$ cat src/rtl/svpwm_gate_capture_module.sv
// Measures per-phase high-side on-time of SVPWM gate signals over a fixed window,
// decodes the sector from the duty ordering, and latches a sticky shoot-through fault.
module svpwm_gate_capture_module #(
    parameter int DATA_WIDTH    = 16,
    parameter int WINDOW_CYCLES = 4000
) (
    input  logic                  sys_clk,
    input  logic                  reset,
    input  logic                  capture_enable_in,
    input  logic                  fault_clear_in,
    input  logic                  phase_a_high_side_in,
    input  logic                  phase_a_low_side_in,
    input  logic                  phase_b_high_side_in,
    input  logic                  phase_b_low_side_in,
    input  logic                  phase_c_high_side_in,
    input  logic                  phase_c_low_side_in,
    output logic [DATA_WIDTH-1:0] tcm_a_out,
    output logic [DATA_WIDTH-1:0] tcm_b_out,
    output logic [DATA_WIDTH-1:0] tcm_c_out,
    output logic [2:0]            sector_out,
    output logic                  capture_valid_out,
    output logic                  shoot_through_fault_out,
    output logic                  busy_out
);

    typedef enum logic [1:0] {
        ST_IDLE    = 2'd0,
        ST_MEASURE = 2'd1,
        ST_REPORT  = 2'd2
    } state_t;

    localparam logic [DATA_WIDTH-1:0] WIN_LAST = DATA_WIDTH'(WINDOW_CYCLES - 1);

    state_t                state_q;
    logic [5:0]            gate_raw;
    logic [5:0]            sync1_q;
    logic [5:0]            sync2_q;
    logic [DATA_WIDTH-1:0] win_q;
    logic [DATA_WIDTH-1:0] cnt_a_q, cnt_b_q, cnt_c_q;
    logic [DATA_WIDTH-1:0] cnt_a_d, cnt_b_d, cnt_c_d;
    logic [2:0]            sector_d;
    logic                  overlap;
    logic [DATA_WIDTH-1:0] tcm_a_q, tcm_b_q, tcm_c_q;
    logic [2:0]            sector_q;
    logic                  valid_q;
    logic                  busy_q;
    logic                  fault_q;

    // Bit order: {c_lo, c_hi, b_lo, b_hi, a_lo, a_hi}
    assign gate_raw = {phase_c_low_side_in, phase_c_high_side_in,
                       phase_b_low_side_in, phase_b_high_side_in,
                       phase_a_low_side_in, phase_a_high_side_in};

    function automatic logic [DATA_WIDTH-1:0] sat_inc(input logic [DATA_WIDTH-1:0] v,
                                                      input logic                  en);
        return (en && (v != '1)) ? v + 1'b1 : v;
    endfunction

    function automatic logic [2:0] sector_of(input logic [DATA_WIDTH-1:0] a,
                                             input logic [DATA_WIDTH-1:0] b,
                                             input logic [DATA_WIDTH-1:0] c);
        if      (a >= b && b >= c) return 3'd3;
        else if (b >= a && a >= c) return 3'd1;
        else if (b >= c && c >= a) return 3'd5;
        else if (c >= b && b >= a) return 3'd4;
        else if (c >= a && a >= b) return 3'd6;
        else                       return 3'd2;
    endfunction

    // The report loads the counts including the final MEASURE cycle, so decode the next-state values.
    always_comb begin
        cnt_a_d  = sat_inc(cnt_a_q, sync2_q[0]);
        cnt_b_d  = sat_inc(cnt_b_q, sync2_q[2]);
        cnt_c_d  = sat_inc(cnt_c_q, sync2_q[4]);
        sector_d = sector_of(cnt_a_d, cnt_b_d, cnt_c_d);
        overlap  = (sync2_q[0] & sync2_q[1]) | (sync2_q[2] & sync2_q[3]) |
                   (sync2_q[4] & sync2_q[5]);
    end

    always_ff @(posedge sys_clk or posedge reset) begin
        if (reset) begin
            sync1_q <= '0;
            sync2_q <= '0;
        end else begin
            sync1_q <= gate_raw;
            sync2_q <= sync1_q;
        end
    end

    always_ff @(posedge sys_clk or posedge reset) begin
        if (reset) begin
            state_q  <= ST_IDLE;
            win_q    <= '0;
            cnt_a_q  <= '0;
            cnt_b_q  <= '0;
            cnt_c_q  <= '0;
            tcm_a_q  <= '0;
            tcm_b_q  <= '0;
            tcm_c_q  <= '0;
            sector_q <= '0;
            valid_q  <= 1'b0;
            busy_q   <= 1'b0;
        end else begin
            valid_q <= 1'b0;
            case (state_q)
                ST_IDLE: begin
                    if (capture_enable_in) begin
                        state_q <= ST_MEASURE;
                        busy_q  <= 1'b1;
                        win_q   <= '0;
                        cnt_a_q <= '0;
                        cnt_b_q <= '0;
                        cnt_c_q <= '0;
                    end
                end
                ST_MEASURE: begin
                    if (!capture_enable_in) begin
                        state_q <= ST_IDLE;
                        busy_q  <= 1'b0;
                    end else begin
                        cnt_a_q <= cnt_a_d;
                        cnt_b_q <= cnt_b_d;
                        cnt_c_q <= cnt_c_d;
                        if (win_q == WIN_LAST) begin
                            state_q  <= ST_REPORT;
                            busy_q   <= 1'b0;
                            tcm_a_q  <= cnt_a_d;
                            tcm_b_q  <= cnt_b_d;
                            tcm_c_q  <= cnt_c_d;
                            sector_q <= sector_d;
                            valid_q  <= 1'b1;
                        end else begin
                            win_q <= win_q + 1'b1;
                        end
                    end
                end
                ST_REPORT: begin
                    if (capture_enable_in) begin
                        state_q <= ST_MEASURE;
                        busy_q  <= 1'b1;
                        win_q   <= '0;
                        cnt_a_q <= '0;
                        cnt_b_q <= '0;
                        cnt_c_q <= '0;
                    end else begin
                        state_q <= ST_IDLE;
                    end
                end
                default: begin
                    state_q <= ST_IDLE;
                    busy_q  <= 1'b0;
                end
            endcase
        end
    end

    // A new overlap beats a simultaneous clear so a live fault is never lost.
    always_ff @(posedge sys_clk or posedge reset) begin
        if (reset) begin
            fault_q <= 1'b0;
        end else if (overlap) begin
            fault_q <= 1'b1;
        end else if (fault_clear_in) begin
            fault_q <= 1'b0;
        end
    end

    assign tcm_a_out               = tcm_a_q;
    assign tcm_b_out               = tcm_b_q;
    assign tcm_c_out               = tcm_c_q;
    assign sector_out              = sector_q;
    assign capture_valid_out       = valid_q;
    assign shoot_through_fault_out = fault_q;
    assign busy_out                = busy_q;

endmodule

$ cat config.mk
export PLATFORM = sky130hd
export DESIGN_NAME = svpwm_gate_capture_module
export DESIGN_NICKNAME = d
export VERILOG_FILES = /design/src/rtl/svpwm_gate_capture_module.sv
export SDC_FILE = /design/constraint.sdc
export NUM_CORES = 1
export LEC_CHECK = 0
export CAP_MARGIN = 25
export CELL_PAD_IN_SITES_DETAIL_PLACEMENT = 0
export CELL_PAD_IN_SITES_GLOBAL_PLACEMENT = 1
export CORE_UTILIZATION = 45
export CTS_CLUSTER_SIZE = 12
export DETAILED_ROUTE_END_ITERATION = 10
export GPL_TIMING_DRIVEN = 1
export PLACE_DENSITY_LB_ADDON = 0.1
export SYNTH_ARGS = -nofsm -noshare
export SYNTH_HDL_FRONTEND = slang
export SYNTH_SLANG_ARGS = --single-unit
$ cat constraint.sdc
create_clock -name sys_clk -period 5.8 [get_ports sys_clk]
set_clock_uncertainty 0.1 [all_clocks]
set_input_delay 0.58 -clock sys_clk [delete_from_list [all_inputs] [get_ports sys_clk]]
set_output_delay 0.58 -clock sys_clk [all_outputs]
set_load 0.05 [all_outputs]
# [After elaboration in Yosys (flattened, before gate mapping)]
# Cells that the tools add are included.
[totals] reg_bits=132 in_bits=10 wordCells=89
[op_classes] add_sub_neg=4 n_lt_le_gt_ge=6 n_eq_ne=11 n_mux=32 bitwise=5 n_reduce_logical=17
[op_table] op="$mux W16" n=9
[op_table] op="$pmux W16 S2" n=4
[op_table] op="$ge A16 B16 Y1" n=6
[op_table] op="$add A16 B1 Y16 const B" n=4
[op_table] op="$ne A16 B16 Y1 const B" n=3
[op_table] op="$eq A16 B12 Y1 const B" n=1
[op_table] op="$mux W3" n=5
[op_table] op="$mux W1" n=9
[op_table] op="$logic_and A1 B1 Y1" n=8
[op_table] op="$mux W2" n=3
[op_table] op="$ne A2 B2 Y1 const B" n=3
[op_table] op="$pmux W2 S3" n=1
[op_table] op="$reduce_and A3 Y1" n=2
[op_table] op="$reduce_and A2 Y1" n=2
[op_table] op="$reduce_and A4 Y1" n=1
[op_table] op="$reduce_bool A2 Y1" n=2
[op_table] op="$and A1 B1 Y1" n=3
[op_table] op="$ne A3 B3 Y1 const B" n=1
[op_table] op="$eq A2 B1 Y1 const B" n=1
[op_table] op="$eq A2 B2 Y1 const B" n=1
[op_table] op="$logic_not A2 Y1" n=1
[op_table] op="$ne A2 B1 Y1 const B" n=1
[op_table] op="$or A1 B1 Y1" n=2
[op_table] op="$pmux W1 S2" n=1
[op_table] op="$reduce_or A2 Y1" n=1

# [Logic depth before layout (Yosys ltp)]
# Gate-level depths: netlist (run 1).
[depth] ltp_word=10 mapped_depth=18 ltp_nobuf=17

# [Worst setup path before layout (run 1)]
# No wires, ideal clock.
[synth_path] kind="register to register" from="register cnt_c_q[0]" to="register sector_q[1] (netlist: sector_out[1])" arrival_time_ns=3.853 slack_ns=1.782 path_stages_with_launch=19 n_path_buf=2 period_less_slack_ns=4.018 path_cell_list="dfrtp_1 ha_1 and4_1 clkbuf_1 a21boi_2 and4_1 and3b_1 clkbuf_1 nand3_1 xnor2_1 ha_1 a21o_1 a21o_1 a221oi_1 o21ai_0 a211oi_1 a211oi_2 a211oi_1 a21o_1"
[synth_between] elab_chain_cells=9
[synth_rtl] item="start, declared" line_no="39" text="logic [DATA_WIDTH-1:0] cnt_a_q, cnt_b_q, cnt_c_q;"
[synth_rtl] item="start signal, assigned" line_no="123" text="cnt_c_q <= cnt_c_d;"
[synth_rtl] item="branches (longest 2 deep; another with $add A16 B1 Y16)"
[synth_rtl] item="$mux W16 (*)" line_no="56" text="return (en && (v != '1)) ? v + 1'b1 : v;"
[synth_rtl] item="via cnt_c_d[13]" line_no="40" text="logic [DATA_WIDTH-1:0] cnt_a_d, cnt_b_d, cnt_c_d;"
[synth_rtl] item="$ge A16 B16 Y1" line_no="65" text="else if (c >= b && b >= a) return 3'd4;"
[synth_rtl] item="$logic_and A1 B1 Y1" line_no="65"
[synth_rtl] item="$mux W3" line_no="65"
[synth_rtl] item="$mux W3" line_no="64" text="else if (b >= c && c >= a) return 3'd5;"
[synth_rtl] item="$mux W3" line_no="63" text="else if (b >= a && a >= c) return 3'd1;"
[synth_rtl] item="$mux W3 (*)" line_no="62" text="if (a >= b && b >= c) return 3'd3;"
[synth_rtl] item="end signal, assigned" line_no="130" text="sector_q <= sector_d;"
[synth_rtl] item="end, declared" line_no="44" text="logic [2:0] sector_q;"
# Mark *: on every way through the listed nets, which the timed path passes.
# A chain may end at the register's enable or synchronous reset.

# [Worst setup path in the final report (run 1)]
[layout_path] from="register cnt_b_q[0]" to="register sector_q[1] (netlist: sector_out[1])"
[layout_between] elab_chain_cells=9
[layout_rtl] item="start, declared" line_no="39"
[layout_rtl] item="start signal, assigned" line_no="122" text="cnt_b_q <= cnt_b_d;"
[layout_rtl] item="branches (longest 2 deep; another with $add A16 B1 Y16)"
[layout_rtl] item="$mux W16 (*)" line_no="56"
[layout_rtl] item="$ge A16 B16 Y1 (on tied branches)" line_no="65, 63"
[layout_rtl] item="$logic_and A1 B1 Y1" line_no="65"
[layout_rtl] item="$mux W3" line_no="65"
[layout_rtl] item="$mux W3" line_no="64"
[layout_rtl] item="$mux W3" line_no="63"
[layout_rtl] item="$mux W3 (*)" line_no="62"
# Every way passes the cells marked *.

==> out/metrics.csv, run 1 <==
metric,value,unit
drv_cap,0,
hold_viol,0,
arrival,4.91,ns
hpwlAfterDp,13920,um
via_count,5948,
core,0.01543,mm2
fmax,0.2147,GHz
hold_slack,0.2468,ns
synthArstFlopShare,1.000,
gp_congestion,0.8433,
cts_resized,0,
hold_buffers,0,
io_pins,64,
synth_flop_cell,dfrtp_1,
io_buffers,63,
critical_path_required,6.06,ns
maxSlewViolCount,0,
netlist_instances,791,
r2r_cells,15,
cp-startpoint,cnt_b_q[0],
route.detailed.drc,0,
timing.final.crit_period,4.658,ns
synth_cell_types,52,
post_drt_wl_per_cell,17.64,um
grt_pass1_wl,31370,um
worst_r2r_endpoint,sector_out[1],
path_class,reg2reg,
post-route-period-util,0.8030,
setup_viol,0,
rsz0062_at_grt,false,
wl,18980,um
cts-root-buf,clkbuf_16,
fillers,1412,
cts_setup_buffers,0,
startpoint_type,register,
dr.first_iter.drc_count,282,
rows,45,
instances_no_fill,1076,
endpoint_kind,register,
start_util,0.4679,
slew_headroom,0.3596,
area_growth,20.54,%
finalNetCount,909,
final_cell_mix,"137 x nand2_1, 132 x dfrtp_1, 106 x o21ai_0",
dp_cells,1043,
antenna_found_initial,0,
syn_area,0.007218,mm2
cts_buffers,17,
min_path_type,reg2reg,
status,"finished, final reports clean",
first_pass_iters,4,
avgViaCountPerCell,5.528,
cp-endpoint,sector_out[1],
synth_nets,848,
cts_tree,yes,
synth-seq-cells,132,
irDropWorstVdd,0.0002090,V
placed_area,0.008054,mm2
place_ws,1.283,ns
grt_max_degree,84,
avgSynthCellArea,9.125,um2
drive_gt1_frac,0.06243,
rrSetupSlack,1.14,ns
overflow,0,
fin_util,0.5640,
yosys_warnings,0,
clock_path_buffers,2,
path_clk_slew,0.06,ns
synth_edf_count,0,
die_area,0.01655,mm2
h-tree-depth,4,
cts_sinks,132,
antenna_cells,0,
ant_nets,0,
grt.total_usage,0.2503,
p_per_area,265.3,mW/mm2
rr_startpoint,cnt_b_q[0],
worstMarginPinSlew,0.9532,ns
final_common_cell,nand2_1,
final_area,0.008701,mm2
setup_tns,0,ns
finalPower,2.308,mW
die_h,128.7,um
leakagePower,4.091,nW
fp.dieW,128.7,um
clock_latency,0.42,ns
grt_pass1_vias,5933,
fin_ws,1.142,ns
cp_max_fo,8,
ys_seq_area_frac,0.4576,
kinds of logic after synthesis:
group | Yosys count | share of synthesized area
adder cells (fa/ha/maj) | 48 | 0.08286
buffers and inverters | 58 | 0.03033
XOR/XNOR | 59 | 0.07159
multiplexers | 10 | 0.01473
flip-flops | 132 | 0.4576
AND/OR/NAND/NOR | 309 | 0.2033
AO/OA/AOI/OAI | 175 | 0.1395
cell usage after synthesis (4+ instances only):
master | count | area (um2)
nand2_1 | 137 | 514.2
dfrtp_1 | 132 | 3303
o21ai_0 | 106 | 530.5
nor2_1 | 57 | 214.0
ha_1 | 47 | 588.1
xor2_1 | 33 | 289.0
inv_1 | 30 | 112.6
nand3_1 | 29 | 145.1
clkbuf_1 | 27 | 101.4
xnor2_1 | 26 | 227.7
a21oi_1 | 24 | 120.1
nand4_1 | 22 | 137.6
and3_1 | 12 | 75.07
and4_1 | 10 | 87.58
nor3_1 | 10 | 50.05
a21o_1 | 9 | 67.56
nor4_1 | 7 | 43.79
o31ai_1 | 7 | 52.55
a211oi_1 | 6 | 45.04
and2_1 | 5 | 31.28
mux2_2 | 5 | 56.30
mux2i_1 | 5 | 50.05
nor2b_1 | 5 | 31.28
o211ai_1 | 4 | 30.03
worst min path at each step:
| stage | from | slack (ns) | depth (start not counted) | to |
|---|---|---|---|---|
| 2_1_floorplan | sync1_q[0] | 0.23 | 0 | sync2_q[0] |
| 3_3_place_gp | sync1_q[3] | 0.23 | 0 | sync2_q[3] |
| 3_5_place_dp | sync1_q[0] | 0.23 | 0 | sync2_q[0] |
| 4_1_cts | sync1_q[0] | 0.25 | 0 | sync2_q[0] |
| 5_1_grt | sync1_q[1] | 0.26 | 0 | sync2_q[1] |
| 6_report | sync1_q[4] | 0.25 | 0 | sync2_q[4] |
worst max-delay path, cell delays in order, from the launching register on:
cell      delay (ns)
dfrtp_1         0.42
ha_1            0.29
nand4_1         0.11
nor4_1          0.08
nor3_1          0.78
nand2_1         0.27
nor3_1          0.35
xnor2_1         0.24
ha_1            0.35
nand4_1         0.12
nor4_1          0.47
nand2_1         0.12
nor4b_1         0.35
a211oi_2        0.11
a211oi_1        0.29
a21o_1          0.12
registers in the layout, indices dropped and copies added (netlist names):
signal	count
tcm_c_out	16
tcm_b_out	16
win_q	16
state_q	2
sync2_q	6
sync1_q	6
cnt_a_q	16
busy_out	1
cnt_c_q	16
sector_out	3
cnt_b_q	16
tcm_a_out	16
capture_valid_out	1
shoot_through_fault_out	1
report_power, final:
part / internal (mW) / switching, mW / total [mW]
Sequential: 0.938 / 0.0175 / 0.955
Combinational: 0.0684 / 0.127 / 0.196
Clock: 0.736 / 0.422 / 1.16
layout make-up:
cell class | count | area [um2] | area share
well taps | 211 | 264.0 | 0.03034
inverters | 30 | 115.1 | 0.01323
multi-input cells | 601 | 3696 | 0.4248
repair buffers | 70 | 683.2 | 0.07852
clock buffers | 18 | 439.2 | 0.05047
clock inverters | 14 | 200.2 | 0.02301
flip-flops and latches | 132 | 3303 | 0.3796
per-layer routing:
| layer | part of all wire | global-route usage | wire length, um |
|---|---|---|---|
| met1 | 0.45 | 0.3275 | 8605 |
| met2 | 0.49 | 0.4143 | 9271 |
| met3 | 0.042 | 0.05114 | 798 |
| met4 | 0.016 | 0.08443 | 300 |
| met5 | 0 | 0 | 0 |
Note: power is estimated with default switching activity, not from simulation.
==> inputs of run 2 (changes only) <==
Settings changed: CORE_UTILIZATION 45 to 40.
Clock period 5.8 ns to 4.2 ns, I/O delays scaled along.
==> run 2 against run 1 <==
Compared with the run above:
- sequential cell count unchanged
- utilization decreased by 4.2 points
- final area up 4.9%
- maximum frequency is 17% higher
- critical path depth is 3 higher
- register-to-register slack lost 0.94 ns
- clock-buffer cell count is the same
- die area up 12%
- total power is 36% higher
- clock power increased by 31%
- highest routed layer unchanged
==> out/metrics.csv, run 2 (synthesized netlist as in run 1, its figures left out) <==
metric,value,unit
status,"finished, final reports clean",
r2r_cells,18,
antenna_found_initial,0,
post_drt_wl_per_cell,17.70,um
drv_cap,0,
start_util,0.4130,
final_cell_mix,"137 x nand2_1, 130 x dfrtp_1, 105 x o21ai_0",
first_pass_iters,4,
final_area,0.009129,mm2
share_comb_of_total_power,0.096,
slew_headroom,0.4480,
endpoint_kind,register,
p_per_area,344.5,mW/mm2
io_buffers,63,
final_common_cell,nand2_1,
grt_max_degree,92,
clkPwrFrac,0.484,
fp.dieW,136.3,um
cts_tree,yes,
path_clk_slew,0.06,ns
cts_sinks,132,
hpwlAfterDp,15230,um
fin_ws,0.2044,ns
arrival,4.24,ns
grt.total_usage,0.2297,
hold_buffers,0,
place_ws,-0.04416,ns
rows,48,
cts_buffers,17,
antenna_cells,0,
placed_area,0.008404,mm2
wl,20100,um
core,0.01748,mm2
startpoint_type,register,
worstMarginPinSlew,0.8281,ns
setup_tns,0,ns
fmax,0.2503,GHz
min_path_type,reg2reg,
area_growth,26.47,%
h-tree-depth,4,
via_count,6132,
clock_path_buffers,2,
fin_util,0.5223,
seq_power_share,0.420,
die_area,0.01859,mm2
critical_path_required,4.45,ns
whs_path_depth,0,
hold_slack,0.2478,ns
clock_latency,0.42,ns
hold_viol,0,
avgViaCountPerCell,5.398,
dr.first_iter.drc_count,333,
grt_pass1_vias,5926,
path_class,reg2reg,
timing.final.crit_period,3.996,ns
grt_pass1_wl,31750,um
maxSlewViolCount,0,
drive_gt1_frac,0.1240,
finalNetCount,955,
p_int,2.350,mW
irDropWorstVdd,0.0002634,V
ant_nets,0,
post-route-period-util,0.9513,
die_h,136.3,um
route.detailed.drc,0,
overflow,0,
switching_power,0.7949,mW
cp_max_fo,7,
swShare,0.2527,
cts-root-buf,clkbuf_16,
leakagePower,4.305,nW
gp_congestion,0.9561,
setup_viol,0,
io_pins,64,
==> run 2: changes by cell type in the layout (fill, tap and decap cells not counted), sizes merged <==
cell,previous run,this run
clkinv,4,6
bufinv,4,3
inv,33,32
buf,7,53
==> run 2: worst paths after layout <==
path / end / start / slack [ns]
setup / recovery: sector_out[0] / cnt_c_q[9] / 0.20
hold / removal: sync2_q[2] / sync1_q[2] / 0.25
setup reg to reg: sector_out[0] / cnt_c_q[9] / 0.20
hold reg to reg: sync2_q[2] / sync1_q[2] / 0.25
max in group asynchronous: tcm_a_out[11] / reset / 2.72
min in group asynchronous: tcm_c_out[9] / reset / 0.45
==> run 2: worst max-delay path, stage by stage (launching register included) <==
cell and delay (ns):
dfrtp_1 0.43, and3_1 0.23, and4_1 0.27, a21boi_2 0.17, buf_4 0.17, nand4_1 0.14
nor2_1 0.19, nand2_1 0.13, xnor2_1 0.14, buf_4 0.16, ha_1 0.30, a211oi_1 0.21
o21ai_0 0.12, o211ai_1 0.10, nand2_1 0.12, a2111oi_1 0.42, a21oi_1 0.15, a21oi_1 0.20
o22a_1 0.18
==> run 2: area by class of cell <==
| class | count | area (um2) |
|---|---|---|
| Clock buffer | 18 | 429.2 |
| Clock inverter | 14 | 178.9 |
| Fill cell | 1573 | 8348 |
| Inverter | 30 | 117.6 |
| Multi-Input combinational cell | 601 | 3767 |
| Sequential cell | 132 | 3306 |
| Tap cell | 225 | 281.5 |
| Timing Repair Buffer | 116 | 1049 |
==> run 2: repair_timing <==
item	4_1_cts	5_1_grt
pin swaps	0	1
gates resized for setup	1	15
endpoints found under the setup margin	1	3
buffers inserted	0	2
==> run 2: layer usage <==
metal  vias up  GRT usage  part of all wire
met1      2974     0.2989              0.45
met3        34    0.05779             0.047
met4         0    0.09074             0.028
li1       2983          -                 -
met2       141     0.3644              0.47
met5         -          0                 0
==> run 2: per-stage QoR <==
step | std cells | total power [mW]
final | 1136 | 3.145
after global routing | 1136 | 3.269
after CTS | 1133 | 3.168
after detailed placement | 1101 | 1.634
after global placement | 1101 | 1.624
after floorplan | 791 | 1.524
==> run 2: power by group through the flow <==
stage	logic (mW)	clock network [mW]	registers, mW
finish	0.302	1.52	1.32
global route	0.333	1.61	1.32
CTS	0.294	1.55	1.32
detailed placement	0.292	0	1.34
global placement	0.284	0	1.34
floorplan	0.182	0	1.34
